<file path="src/rtl/conv2d_reframe.sv">
// conv2d_reframe: requantizes conv2d valid-window results into a full raster with border fill.
// Define CONV2D_REFRAME_MARKERS_EN to add registered sof_o/eol_o sidebands.
module conv2d_reframe #(
  parameter int LineWidthPx = 160,
  parameter int LineCountPx = 120,
  parameter int KernelWidth = 3,
  parameter int WidthIn     = 32,
  parameter int WidthOut    = 2,
  parameter int Shift       = 0,
  parameter logic [WidthOut-1:0] FillValue = '0
) (
  input  logic                clk_i,
  input  logic                rst_ni,
  input  logic                valid_i,
  output logic                ready_o,
  input  logic [WidthIn-1:0]  data_i,
  output logic                valid_o,
  input  logic                ready_i,
  output logic [WidthOut-1:0] data_o
`ifdef CONV2D_REFRAME_MARKERS_EN
  ,
  output logic                sof_o,
  output logic                eol_o
`endif
);

  localparam int XW  = $clog2(LineWidthPx > 1 ? LineWidthPx : 2);
  localparam int YW  = $clog2(LineCountPx > 1 ? LineCountPx : 2);
  localparam int Top = (KernelWidth - 1) / 2;
  localparam int InW = LineWidthPx - KernelWidth + 1;
  localparam int InH = LineCountPx - KernelWidth + 1;

  localparam logic [XW-1:0] XLast = XW'(LineWidthPx - 1);
  localparam logic [YW-1:0] YLast = YW'(LineCountPx - 1);

  localparam logic signed [WidthIn-1:0] QMax =
    WidthIn'((1 << WidthOut) - 1);

  logic [XW-1:0] x_q;
  logic [YW-1:0] y_q;

  logic [XW:0] x_rel;
  logic [YW:0] y_rel;
  logic        interior;
  logic        slot_free;
  logic        load;

  logic signed [WidthIn-1:0] shifted;
  logic [WidthOut-1:0]       quant;

  // Offset-then-compare covers both region bounds with a single unsigned test.
  assign x_rel = {1'b0, x_q} - (XW+1)'(Top);
  assign y_rel = {1'b0, y_q} - (YW+1)'(Top);

  assign interior = (x_rel < (XW+1)'(InW))
                  & (y_rel < (YW+1)'(InH));

  assign slot_free = ~valid_o | ready_i;
  assign ready_o   = slot_free & interior;
  assign load      = slot_free & (~interior | valid_i);

  assign shifted = $signed(data_i) >>> Shift;

  always_comb begin
    quant = shifted[WidthOut-1:0];
    if (shifted[WidthIn-1]) begin
      quant = '0;
    end else if (shifted > QMax) begin
      quant = '1;
    end
  end

  always_ff @(posedge clk_i or negedge rst_ni) begin
    if (!rst_ni) begin
      valid_o <= 1'b0;
      data_o  <= '0;
      x_q     <= '0;
      y_q     <= '0;
`ifdef CONV2D_REFRAME_MARKERS_EN
      sof_o   <= 1'b0;
      eol_o   <= 1'b0;
`endif
    end else if (slot_free) begin
      valid_o <= load;
      if (load) begin
        data_o <= interior ? quant : FillValue;
`ifdef CONV2D_REFRAME_MARKERS_EN
        sof_o  <= (x_q == '0) && (y_q == '0);
        eol_o  <= (x_q == XLast);
`endif
        if (x_q == XLast) begin
          x_q <= '0;
          y_q <= (y_q == YLast) ? '0 : y_q + 1'b1;
        end else begin
          x_q <= x_q + 1'b1;
        end
      end
    end
  end

endmodule

</file>
<file path="config.mk">
export PLATFORM = sky130hd
export DESIGN_NAME = conv2d_reframe
export DESIGN_NICKNAME = d
export VERILOG_FILES = /design/src/rtl/conv2d_reframe.sv
export SDC_FILE = /design/constraint.sdc
export NUM_CORES = 1
export LEC_CHECK = 0
export ABC_AREA = 1
export BUFFER_PORTS_ARGS = -buffer_cell sky130_fd_sc_hd__buf_2
export CELL_PAD_IN_SITES_DETAIL_PLACEMENT = 0
export CELL_PAD_IN_SITES_GLOBAL_PLACEMENT = 1
export CORE_UTILIZATION = 41
export CTS_BUF_LIST = sky130_fd_sc_hd__clkbuf_4
export CTS_CLUSTER_SIZE = 24
export DETAILED_ROUTE_END_ITERATION = 16
export GPL_TIMING_DRIVEN = 0
export PLACE_DENSITY = 0.95
export SETUP_SLACK_MARGIN = 0.5
export SLEW_MARGIN = 20
export SYNTH_ARGS = -nofsm -noshare
export SYNTH_HDL_FRONTEND = slang
export SYNTH_SLANG_ARGS = --single-unit
</file>
<file path="constraint.sdc">
create_clock -name clk_i -period 3 [get_ports clk_i]
set_input_delay 0.9 -clock clk_i [delete_from_list [all_inputs] [get_ports clk_i]]
set_output_delay 0.9 -clock clk_i [all_outputs]
set_load 0.02 [all_outputs]
</file>
# Word level (Yosys, flattened, before mapping)
# Cells that the tools add are included.
# totals
output_inout_bits	4
register_bits	18
elab_cells	27
inputBits	36
# op_classes
bitwise_logic	7
reduce_logical	2
mux	5
addsub	4
n_lt_le_gt_ge	3
eq_ne	2
# ops
op	count
> comparator 32 x 3 -> 1 bit, second input constant	1
less-than comparator 9 x 8 -> 1 bit, second input constant	1
subtractor 8 x 1 -> 9 bit, second input constant	1
adder 8 x 1 -> 8 bit, second input constant	1
equality test 8 bit, second input constant	1
less-than comparator 8 x 7 -> 1 bit, second input constant	1
two-way mux 8 bit	1
subtractor 7 x 1 -> 8 bit, second input constant	1
adder 7 x 1 -> 7 bit, second input constant	1
equality test 7 bit, second input constant	1
two-way mux 7 bit	1
two-way mux 2 bit	3
bitwise AND 1 bit	3
AND reduction 3 bit	1
NOT 1 bit	2
OR 1 bit	2
AND reduction 2 bit	1

# Depth between registers and ports, before layout
# Gate-level depths: netlist of run 1.
# logic_depth
depth_word	7
depth_mapped	14
depth_no_buf	13

# Worst setup path before layout of run 1
# OpenSTA, ideal clock, no wires.
# synth_timing
path_kind	register to output
startpoint	register x_q[0]
endpoint	output port ready_o
path_buffers	0
setup_slack_ns	0.628
required_time_ns	2.100
arrival_time_ns	1.472
path_stages_with_launch	10
path_cell_list	dfrtp_1 -> inv_1 -> ha_1 -> nand3_2 -> nand2_1 -> nand2_1 -> nor2_1 -> nand2_1 -> nand2_2 -> and3_1
# synth_between
elab_chain_cells	4
# synth_rtl
item	line_no	rtl
start, declared	39	logic [XW-1:0] x_q;
start signal, assigned	95	x_q <= x_q + 1'b1;
subtractor 8 x 1 -> 9 bit	52	assign x_rel = {1'b0, x_q} - (XW+1)'(Top);
less-than comparator 9 x 8 -> 1 bit	55	assign interior = (x_rel < (XW+1)'(InW))
bitwise AND 1 bit	56	& (y_rel < (YW+1)'(InH));
bitwise AND 1 bit	59	assign ready_o = slot_free & interior;
end, declared	15	output logic ready_o,
# No other way between the ends.

# Final worst setup path of run 1
# layout_timing
startpoint	register y_q[0]
endpoint	output port ready_o
# layout_between
elab_chain_cells	4
# layout_rtl
item	line_no	rtl
start, declared	40	logic [YW-1:0] y_q;
start signal, assigned	93	y_q <= (y_q == YLast) ? '0 : y_q + 1'b1;
subtractor 7 x 1 -> 8 bit	53	assign y_rel = {1'b0, y_q} - (YW+1)'(Top);
less-than comparator 8 x 7 -> 1 bit	56	
bitwise AND 1 bit	56	
bitwise AND 1 bit	59	
# No other way between the ends.

==> results.yml, run 1 <==
setup_path:
  r2r_end: "x_q[2]$_DFFE_PN0P_"
  crit_path_start: "y_q[0]$_DFFE_PN0P_"
  worstReg2RegStart: "y_q[0]$_DFFE_PN0P_"
  worstSetupStartpointType: "register"
  endpoint_kind: "output pin"
  cp_max_fo: 3
  crit_chain: "inv_2 > ha_4 > nand3_2 > nand2_2 > nor2_2 > nand3_2 > nand2_2 > inv_2 > and3_4 > buf_6"
  crit_type: "reg -> out"
  cp_slowest_stage_delay_ns: 0.44
  reg2reg_depth: 19
  slowest_stage: "dfrtp_2"
  ff2ff_setup_slack_ns: 0.39
  cp.required_ns: 2.10
  cp-endpoint: "ready_o"
  cp.arrival_ns: 1.76
yosys:
  yosysMostFrequentCell: "nand2_1"
  async_reset_ff_share_pct: 100
  ys_seq_area_share_pct: 29.4
  syn_nets: 268
  netlist_instances: 228
  synthTopCellsByArea: "dfrtp_1 (29%), nand2_1 (17%), nor2_1 (7.3%)"
  ys.flop_type: "dfrtp_1"
  synth_top_area_share_pct: 29.4
  ys.warnings.count: 0
  ys_types: 27
  synthTopCellsByCount: "nand2_1 (71), nor2_1 (30), inv_1 (21), nand3_1 (21), dfrtp_1 (18)"
  synth_edf_count: 0
  yosysTopAreaCell: "dfrtp_1"
  synth_seq_cells: 18
  syn_area_per_cell_um2: 6.73
  synth_area_um2: 1530
clock_network:
  clock_path_buffers: 2
  cts_root_buf: "clkbuf_4"
  cts.htree.levels: 1
  cts_inserted_buffers: 3
  cts_tree: "built"
  cts_hold_buf: 0
  clock_sinks: 18
  worstSkewPairLatency_ns: 0.30
  cts.clk_slew.worst_paths_ns: 0.11
sta:
  setup_tns_ns: 0
  fmax_ghz: 0.375
  skew_ns: 0.00760
  period_share_pct: 88.8
  rsz0062_at_grt: "yes"
  finalSetupViolCount: 0
  fin_crit_ns: 2.66
  hold_violations: 0
  slew_viol_final: 0
  relSlewSlack_pct: 61.1
  worstMarginPinSlew_ns: 0.580
power_and_ir_drop:
  p_comb_share_pct: 67.7
  p_per_area_nw_per_um2: 626
  p_int_mw: 0.837
  p_leak_nw: 1.15
  p_sw_mw: 0.580
  clockPowerShare_pct: 9.1
  p_seq_share_pct: 23.2
  switching_share_pct: 40.9
  peakVddDrop_mv: 0.413
final_layout:
  diodes: 0
  drive_gt1_share_pct: 42.4
  area_growth_pct: 47.6
  fin_nets: 352
  nFillCells: 313
  final_area_um2: 2260
die:
  die_w_um: 63.2
  design.die.area_um2: 3990
  ios: 40
  fp.dieH_um: 63.2
  placementRows: 21
  start_util_pct: 44.2
  core_area_um2: 3470
routing:
  first_pass_iters: 4
  wire_per_inst_um: 12.4
  antenna_left: 0
  wirelength_mm: 4.43
  vias: 1764
  drt_iter0_drc: 172
  vias_per_cell: 4.94
  drc_errors: 0
grt:
  grt_usage_pct: 23.0
  overflow: 0
  grt_pass1_vias: 1697
  grt_pass1_wl_mm: 7.27
  grt_start_max_net_pins: 19
  antenna_found_initial: 0
placed_design:
  placed_area_um2: 1790
  portBuffers: 39
  hpwl_mm: 2.58
  place_congestion: 0.842
worst_hold_path:
  holdCritPathClass: "reg -> reg"
  whs_path_depth: 2
job:
  maxCapViolCount: 0
run_status:
  status: "finished clean"
[area by class of cell]
cell class	count	area (µm²)	area share, %
Tap cell	46	57.6	2.54
Sequential cell	18	454	20.1
Clock inverter	1	3.75	0.166
Inverter	24	93.8	4.14
Timing Repair Buffer	79	538	23.8
Clock buffer	3	22.5	0.994
Buffer	7	70.1	3.09
Multi-Input combinational cell	179	1020	45.2
[worst min-delay path by stage]
stage	end	slack (ns)	from
finish	data_o[1]$_DFFE_PN0P_	0.49	data_o[1]$_DFFE_PN0P_
global route	x_q[4]$_DFFE_PN0P_	0.53	rst_ni
CTS	data_o[1]$_DFFE_PN0P_	0.49	data_o[1]$_DFFE_PN0P_
detailed placement	data_o[1]$_DFFE_PN0P_	0.46	data_o[1]$_DFFE_PN0P_
global placement	data_o[0]$_DFFE_PN0P_	0.46	data_o[0]$_DFFE_PN0P_
floorplan	x_q[7]$_DFFE_PN0P_	0.48	x_q[7]$_DFFE_PN0P_
[cells by family (layout without fill, tap and decap cells)]
logic type / Yosys count / after routing / share of synthesized area [%]
DFF: 18 / 18 / 29.4
and+or+nand+nor: 150 / 150 / 45.6
adders and majority gates: 4 / 4 / 3.26
xor gates and xnor gates: 8 / 8 / 4.57
AOI/OAI and AO/OA: 17 / 17 / 7.01
buffers and inverters: 31 / 114 / 10.2
[placed cells by master, fill, tap and decap left out]
cell type   synthesis  layout
xor2_2              0       1
ha_1                4       2
o21ai_2             6       6
nor2_4              2       2
clkinvlp_4          0       1
nand2_8             0       1
clkbuf_4            0       3
and3_4              0       1
nand3_1            21      16
ha_4                0       2
nand2_2             1       5
o21ai_0             4       3
xnor2_1             3       3
a21oi_1             7       6
o21ai_1             0       1
buf_6               2       9
clkbuf_16           0       1
nor4_4              1       1
clkinv_1            0       1
nor2_2              0       2
inv_2               3       9
dfrtp_1            18      15
dfrtp_2             0       3
xor2_1              5       4
buf_2               1      39
nor3_1              4       4
nor2_1             30      28
nand3_4             1       1
nand2_1            71      67
a21oi_4             0       1
buf_4               2      35
nand3_2             1       6
inv_1              21      14
clkbuf_1            1       1
or2_2               2       2
nand4_1            14      14
buf_12              1       1
[registers in the layout (all words and copies together) (netlist names)]
register / flops
data_o: 2
valid_o: 1
x_q: 8
y_q: 7
[metrics by stage]
step	worst slack (ns)	hold WS, ns	cells	power, mW	util [%]
floorplan	0.628	0.478	228	0.735	-
global route	0.210	0.531	357	1.52	65.3
finish	0.335	0.492	357	1.42	65.3
CTS	0.350	0.492	352	1.31	61.8
global placement	0.395	0.460	313	0.833	51.5
detailed placement	0.373	0.464	313	0.843	51.5
[layer usage]
| layer | share of wire (%) | track usage (%) | routed length [µm] |
|---|---|---|---|
| met1 | 43 | 28.7 | 1920 |
| met2 | 49 | 40.5 | 2170 |
| met3 | 5.7 | 2.90 | 251 |
| met4 | 1.8 | 7.85 | 81 |
| met5 | 0 | 0 | 0 |
[power by group through the flow]
stage / clock, mW / combinational [mW] / sequential, mW
floorplan: 0 / 0.400 / 0.335
global placement: 0 / 0.492 / 0.341
detailed placement: 0 / 0.500 / 0.343
CTS: 0.132 / 0.850 / 0.327
global route: 0.144 / 1.05 / 0.332
finish: 0.129 / 0.960 / 0.329
[worst max-delay path: cells and delay by family (launching register included)]
family | cells | cell delay (ns)
buf+inv | 3 | 0.25
fa+ha+maj | 1 | 0.22
simple gates | 6 | 0.55
flops | 1 | 0.44
[what timing repair did]
action                     in CTS  in global routing
buffers inserted               35                  4
gates resized for setup        19                 19
setup endpoints to repair       1                 19
cloned                          0                  1
pin swaps                       9                 11
Note: power is estimated with default switching activity, not from simulation.
==> inputs of run 2 (changes only) <==
CORE_UTILIZATION = 34   (was 41)
PLACE_DENSITY = 0.9   (was 0.95)
RECOVER_POWER = 25   (was unset)
clock period = 2.1 ns   (was 3 ns; I/O delays follow)
==> run 2 against run 1 <==
  * Via count down 4.2%
  * Flip-flop and latch count stayed put
  * Routed wire length fell by 7.6%
  * Critical endpoint unchanged
  * Die area grew 20%
  * Count of clock-buffer cells in the layout did not move
  * The run now ends with setup timing left
==> results.yml, run 2 (synthesis results as in run 1) <==
final_layout:
  largest_reg_flops: 8
  regArea_um2: 454
  fin_nets: 337
  final_common_cell: "nand2_1"
  layout_common_cells: "nand2_1 (55), buf_2 (38), nor2_1 (29)"
  nFillCells: 407
  multi_input_area_um2: 1080
  post-route-util_pct: 51.1
  final_area_um2: 2220
  diodes: 0
  reg_top3: "x_q: 8 flops, y_q: 7 flops, data_o: 2 flops"
  largest-register: "x_q"
  area_growth_pct: 44.9
  drive_gt1_share_pct: 43.2
routing:
  wire_per_inst_um: 11.8
  antenna_left: 0
  vias_per_cell: 4.86
  drc_errors: 0
  wirelength_mm: 4.09
  first_pass_iters: 4
  vias: 1690
  drt_iter0_drc: 52
clock_network:
  cts_hold_buf: 0
  cts_inserted_buffers: 3
  clock_sinks: 18
  cts_root_buf: "clkbuf_4"
  cts.clk_slew.worst_paths_ns: 0.11
  clock_path_buffers: 2
  cts_tree: "built"
  worstSkewPairLatency_ns: 0.31
  cts.htree.levels: 1
grt:
  antenna_found_initial: 0
  grt_usage_pct: 17.6
  grt_pass1_vias: 1621
  overflow: 0
  grt_start_max_net_pins: 19
  grt_pass1_wl_mm: 6.96
setup_path:
  path_delay_family: "simple AND/OR/NAND/NOR gates"
  cp_max_fo: 5
  reg2reg_depth: 13
  cp_slowest_stage_delay_ns: 0.40
  cp.required_ns: 1.47
  slowest_stage: "dfrtp_1"
  crit_path_frequent_cell: "buf_6"
  cp.arrival_ns: 1.83
  worstReg2RegStart: "x_q[3]$_DFFE_PN0P_"
  worst-path-buf-inv: 3
  worstSetupStartpointType: "register"
  r2r_end: "y_q[5]$_DFFE_PN0P_"
  crit_chain: "buf_6 > nor2_4 > buf_4 > nand4_1 > xor2_2 > nand2_2 > and3_4 > buf_6"
  crit_type: "reg -> out"
  ff2ff_setup_slack_ns: 0
  endpoint_kind: "output pin"
sta:
  fin_ws_ns: -0.360
  worstMarginPinSlew_ns: 0.984
  hold_slack_ns: 0.440
  slew_viol_final: 0
  rsz0062_at_grt: "yes"
  skew_ns: 0.00136
  fmax_ghz: 0.407
  setup_tns_ns: -0.360
  period_share_pct: 117
  hold_violations: 0
  finalSetupViolCount: 1
  fin_crit_ns: 2.46
  relSlewSlack_pct: 34.4
power_and_ir_drop:
  p_int_mw: 1.01
  p_comb_share_pct: 62.8
  peakVddDrop_mv: 0.452
  total_power_mw: 1.80
  p_sw_mw: 0.785
  p_seq_share_pct: 26.3
  clockPowerShare_pct: 10.8
  p_per_area_nw_per_um2: 809
  p_leak_nw: 1.08
  switching_share_pct: 43.6
worst_hold_path:
  holdCritPathClass: "in -> async"
die:
  die_w_um: 69.2
  design.die.area_um2: 4780
  placementRows: 24
  core_area_um2: 4350
  start_util_pct: 35.2
  ios: 40
  fp.dieH_um: 69.2
placed_design:
  place_congestion: 0.801
  hpwl_mm: 2.69
  portBuffers: 39
  placed_area_um2: 1840
job:
  maxCapViolCount: 0
run_status:
  status: "complete, but fails checks"
  failed_checks: "setup timing"
-- run 2: changes by cell type in the layout (fill, tap and decap cells not counted), sizes merged --
cell      change
buf          -15
inv           +1
clkinvlp      -1
-- run 2: how the worst max path moves through the flow --
stage	from	end	slack [ns]	depth (start not counted)
finish	x_q[3]$_DFFE_PN0P_	ready_o	-0.36	8
global route	x_q[1]$_DFFE_PN0P_	ready_o	-0.46	10
CTS	y_q[0]$_DFFE_PN0P_	ready_o	-0.31	10
detailed placement	y_q[0]$_DFFE_PN0P_	ready_o	-0.13	10
global placement	y_q[0]$_DFFE_PN0P_	ready_o	-0.10	10
floorplan	y_q[0]$_DFFE_PN0P_	ready_o	0.16	9
-- run 2: worst reg2reg max path: stages, from the launching register on --
cell and delay (ns):
dfrtp_1 0.40, buf_6 0.14, nor2_4 0.17, buf_4 0.14, nand4_1 0.11, xor2_2 0.19, nand2_2 0.08, buf_4 0.13
buf_6 0.11, nand3_4 0.10, buf_6 0.13, nand3_4 0.14, nand2_2 0.12, nand2_2 0.05
-- run 2: power groups by stage --
stage                     clock, mW  sequential (mW)  combinational (mW)
after floorplan                   0            0.486               0.604
after global placement            0            0.495               0.745
after detailed placement          0            0.498               0.754
after CTS                     0.195            0.471                1.00
after global routing          0.206            0.479                1.24
final                         0.195            0.474                1.13
-- run 2: cell type report --
type / count / share of cell area [%]
Tap cell: 52 / 2.93
Sequential cell: 18 / 20.4
Inverter: 24 / 4.05
Clock buffer: 3 / 1.01
Buffer: 7 / 3.15
Clock inverter: 1 / 0.169
Multi-Input combinational cell: 179 / 48.7
Timing Repair Buffer: 64 / 19.5
-- run 2: timing repair --
action	4_1_cts	5_1_grt
resized for setup	32	11
pin swaps	21	14
buffers inserted	17	6
endpoints found under the setup margin	19	19
cloned	2	0
-- run 2: layer usage --
layer  global-route usage, %  vias up  routed length, µm
met5                       0        -                  0
met4                    6.35        0                 61
met3                    2.91        5                265
met2                    30.5       63               1990
met1                    21.8      749               1770
li1                        -      873                  -
-- run 2: metrics by stage --
step                      setup slack, ns  std cells
final                              -0.360        348
after global routing               -0.459        348
after CTS                          -0.307        342
after detailed placement           -0.131        319
after global placement             -0.101        319
after floorplan                     0.157        228
==> inputs of run 3 (changes only) <==
CORE_UTILIZATION = 41   (was 34)
PLACE_DENSITY = 0.95   (was 0.9)
clock period = 3.15 ns   (was 2.1 ns; I/O delays follow)
==> run 3 against run 2 <==
  * The flow now finishes without violations
  * Non-clock buffer count is 15 higher
  * Register-to-register slack better by 0.53 ns
  * Via count is 5.4% higher
  * Largest cell class unchanged
  * Die area is 17% lower
  * Cell count is 2.6% higher
  * Cell area is 1.8% higher
==> results.yml, run 3 (synthesis results as in run 1) <==
run_status:
  status: "finished clean"
placed_design:
  placed_area_um2: 1790
  portBuffers: 39
  hpwl_mm: 2.58
  dp_slack_ns: 0.478
  dpl.cell_count: 313
  place_congestion: 0.842
routing:
  antenna_left: 0
  vias_per_cell: 4.99
  wirelength_mm: 4.41
  drc_errors: 0
  first_pass_iters: 4
  drt_iter0_drc: 147
  vias: 1782
  wire_per_inst_um: 12.4
setup_path:
  cp.required_ns: 2.20
  crit_type: "reg -> out"
  r2r_end: "x_q[4]$_DFFE_PN0P_"
  cp.arrival_ns: 1.77
  endpoint_kind: "output pin"
  reg2reg_depth: 20
  ff2ff_setup_slack_ns: 0.53
  cp_max_fo: 6
  worstSetupStartpointType: "register"
  worstReg2RegStart: "y_q[0]$_DFFE_PN0P_"
final_layout:
  final_cells: 357
  post-route-util_pct: 65.3
  reg_top3: "x_q: 8 flops, y_q: 7 flops, data_o: 2 flops"
  layout_common_cells: "nand2_1 (67), buf_2 (38), buf_4 (35)"
  largest-register: "x_q"
  drive_gt1_share_pct: 42.1
  final_common_cell: "nand2_1"
  area_growth_pct: 47.6
  largest_reg_flops: 8
  final_area_um2: 2260
  diodes: 0
  nFillCells: 312
  fin_nets: 352
power_and_ir_drop:
  p_leak_nw: 1.14
  p_per_area_nw_per_um2: 597
  peakVddDrop_mv: 0.389
clock_network:
  cts_root_buf: "clkbuf_4"
  cts_hold_buf: 0
  clock_path_buffers: 2
  cts.clk_slew.worst_paths_ns: 0.11
  cts.htree.levels: 1
  cts_tree: "built"
  worstSkewPairLatency_ns: 0.30
  clock_sinks: 18
  cts_inserted_buffers: 3
sta:
  worstMarginPinSlew_ns: 1.01
  rsz0062_at_grt: "yes"
  slew_viol_final: 0
  hold_violations: 0
  fmax_ghz: 0.369
  fin_ws_ns: 0.437
  period_share_pct: 86.1
  finalSetupViolCount: 0
  fin_crit_ns: 2.71
  setup_tns_ns: 0
  skew_ns: 0.00377
  relSlewSlack_pct: 33.0
grt:
  grt_start_max_net_pins: 19
  antenna_found_initial: 0
  overflow: 0
  grt_pass1_vias: 1698
  grt_usage_pct: 23.0
  grt_pass1_wl_mm: 7.26
die:
  start_util_pct: 44.2
  ios: 40
  placementRows: 21
  design.die.area_um2: 3990
  core_area_um2: 3470
  fp.dieH_um: 63.2
  die_w_um: 63.2
worst_hold_path:
  holdCritPathClass: "reg -> reg"
  holdPathEnd: "data_o[0]$_DFFE_PN0P_"
  whs_path_depth: 2
  min_from: "data_o[0]$_DFFE_PN0P_"
job:
  maxCapViolCount: 0
[run 3: cell types whose count changed in the layout (fill, tap and decap cells not counted), sizes merged]
cell	previous run	this run
inv	24	23
buf	69	83
clkinvlp	0	1
clkbuf	5	6
[run 3: critical path: stages, from the launching register on]
cell and delay, ns:
dfrtp_1 0.47, nor2_1 0.23, nand4_1 0.18, xor2_2 0.21, nand2_2 0.08, and3_4 0.17, buf_6 0.12
[run 3: routing by layer]
layer	track usage (%)	vias up	routed length, µm
met5	0	-	0
met3	2.90	13	253
met1	28.6	794	1920
met4	7.85	0	80
met2	40.5	65	2160
li1	-	910	-
[run 3: repair_timing]
item	4_1_cts	5_1_grt
cloned	0	1
buffers inserted	35	4
pin swaps	9	10
gates resized for setup	18	20
setup endpoints to repair	1	17
[run 3: how the worst max path moves through the flow]
stage | start | end | slack, ns | cells past startpoint
5_1_grt | x_q[1]$_DFFE_PN0P_ | ready_o | 0.32 | 11
3_5_place_dp | x_q[0]$_DFFE_PN0P_ | ready_o | 0.48 | 11
4_1_cts | x_q[1]$_DFFE_PN0P_ | ready_o | 0.46 | 10
3_3_place_gp | x_q[0]$_DFFE_PN0P_ | ready_o | 0.50 | 11
6_report | x_q[5]$_DFFE_PN0P_ | ready_o | 0.44 | 6
2_1_floorplan | x_q[0]$_DFFE_PN0P_ | ready_o | 0.73 | 9
[run 3: per-stage QoR]
| stage | hold slack (ns) | power, mW |
|---|---|---|
| 6_report | 0.492 | 1.35 |
| 5_1_grt | 0.550 | 1.45 |
| 4_1_cts | 0.492 | 1.25 |
| 3_5_place_dp | 0.464 | 0.803 |
| 3_3_place_gp | 0.460 | 0.793 |
| 2_1_floorplan | 0.478 | 0.700 |
[run 3: layout make-up]
class,count,area [µm²],area share (%)
multi-input cells,179,1020,45.3
repair buffers,79,537,23.7
flip-flops and latches,18,454,20.1
inverters,24,93.8,4.15
plain buffers,7,70.1,3.10
well taps,46,57.6,2.54
clock buffers,3,22.5,0.995
clock inverters,1,3.75,0.166
[run 3: power breakdown]
part	total, mW	switching, mW	internal [mW]	leakage, nW
Sequential	0.313	0.0391	0.274	0.235
Combinational	0.915	0.436	0.478	0.893
Clock	0.124	0.0773	0.0462	0.0154
Total	1.35	0.553	0.799	1.14
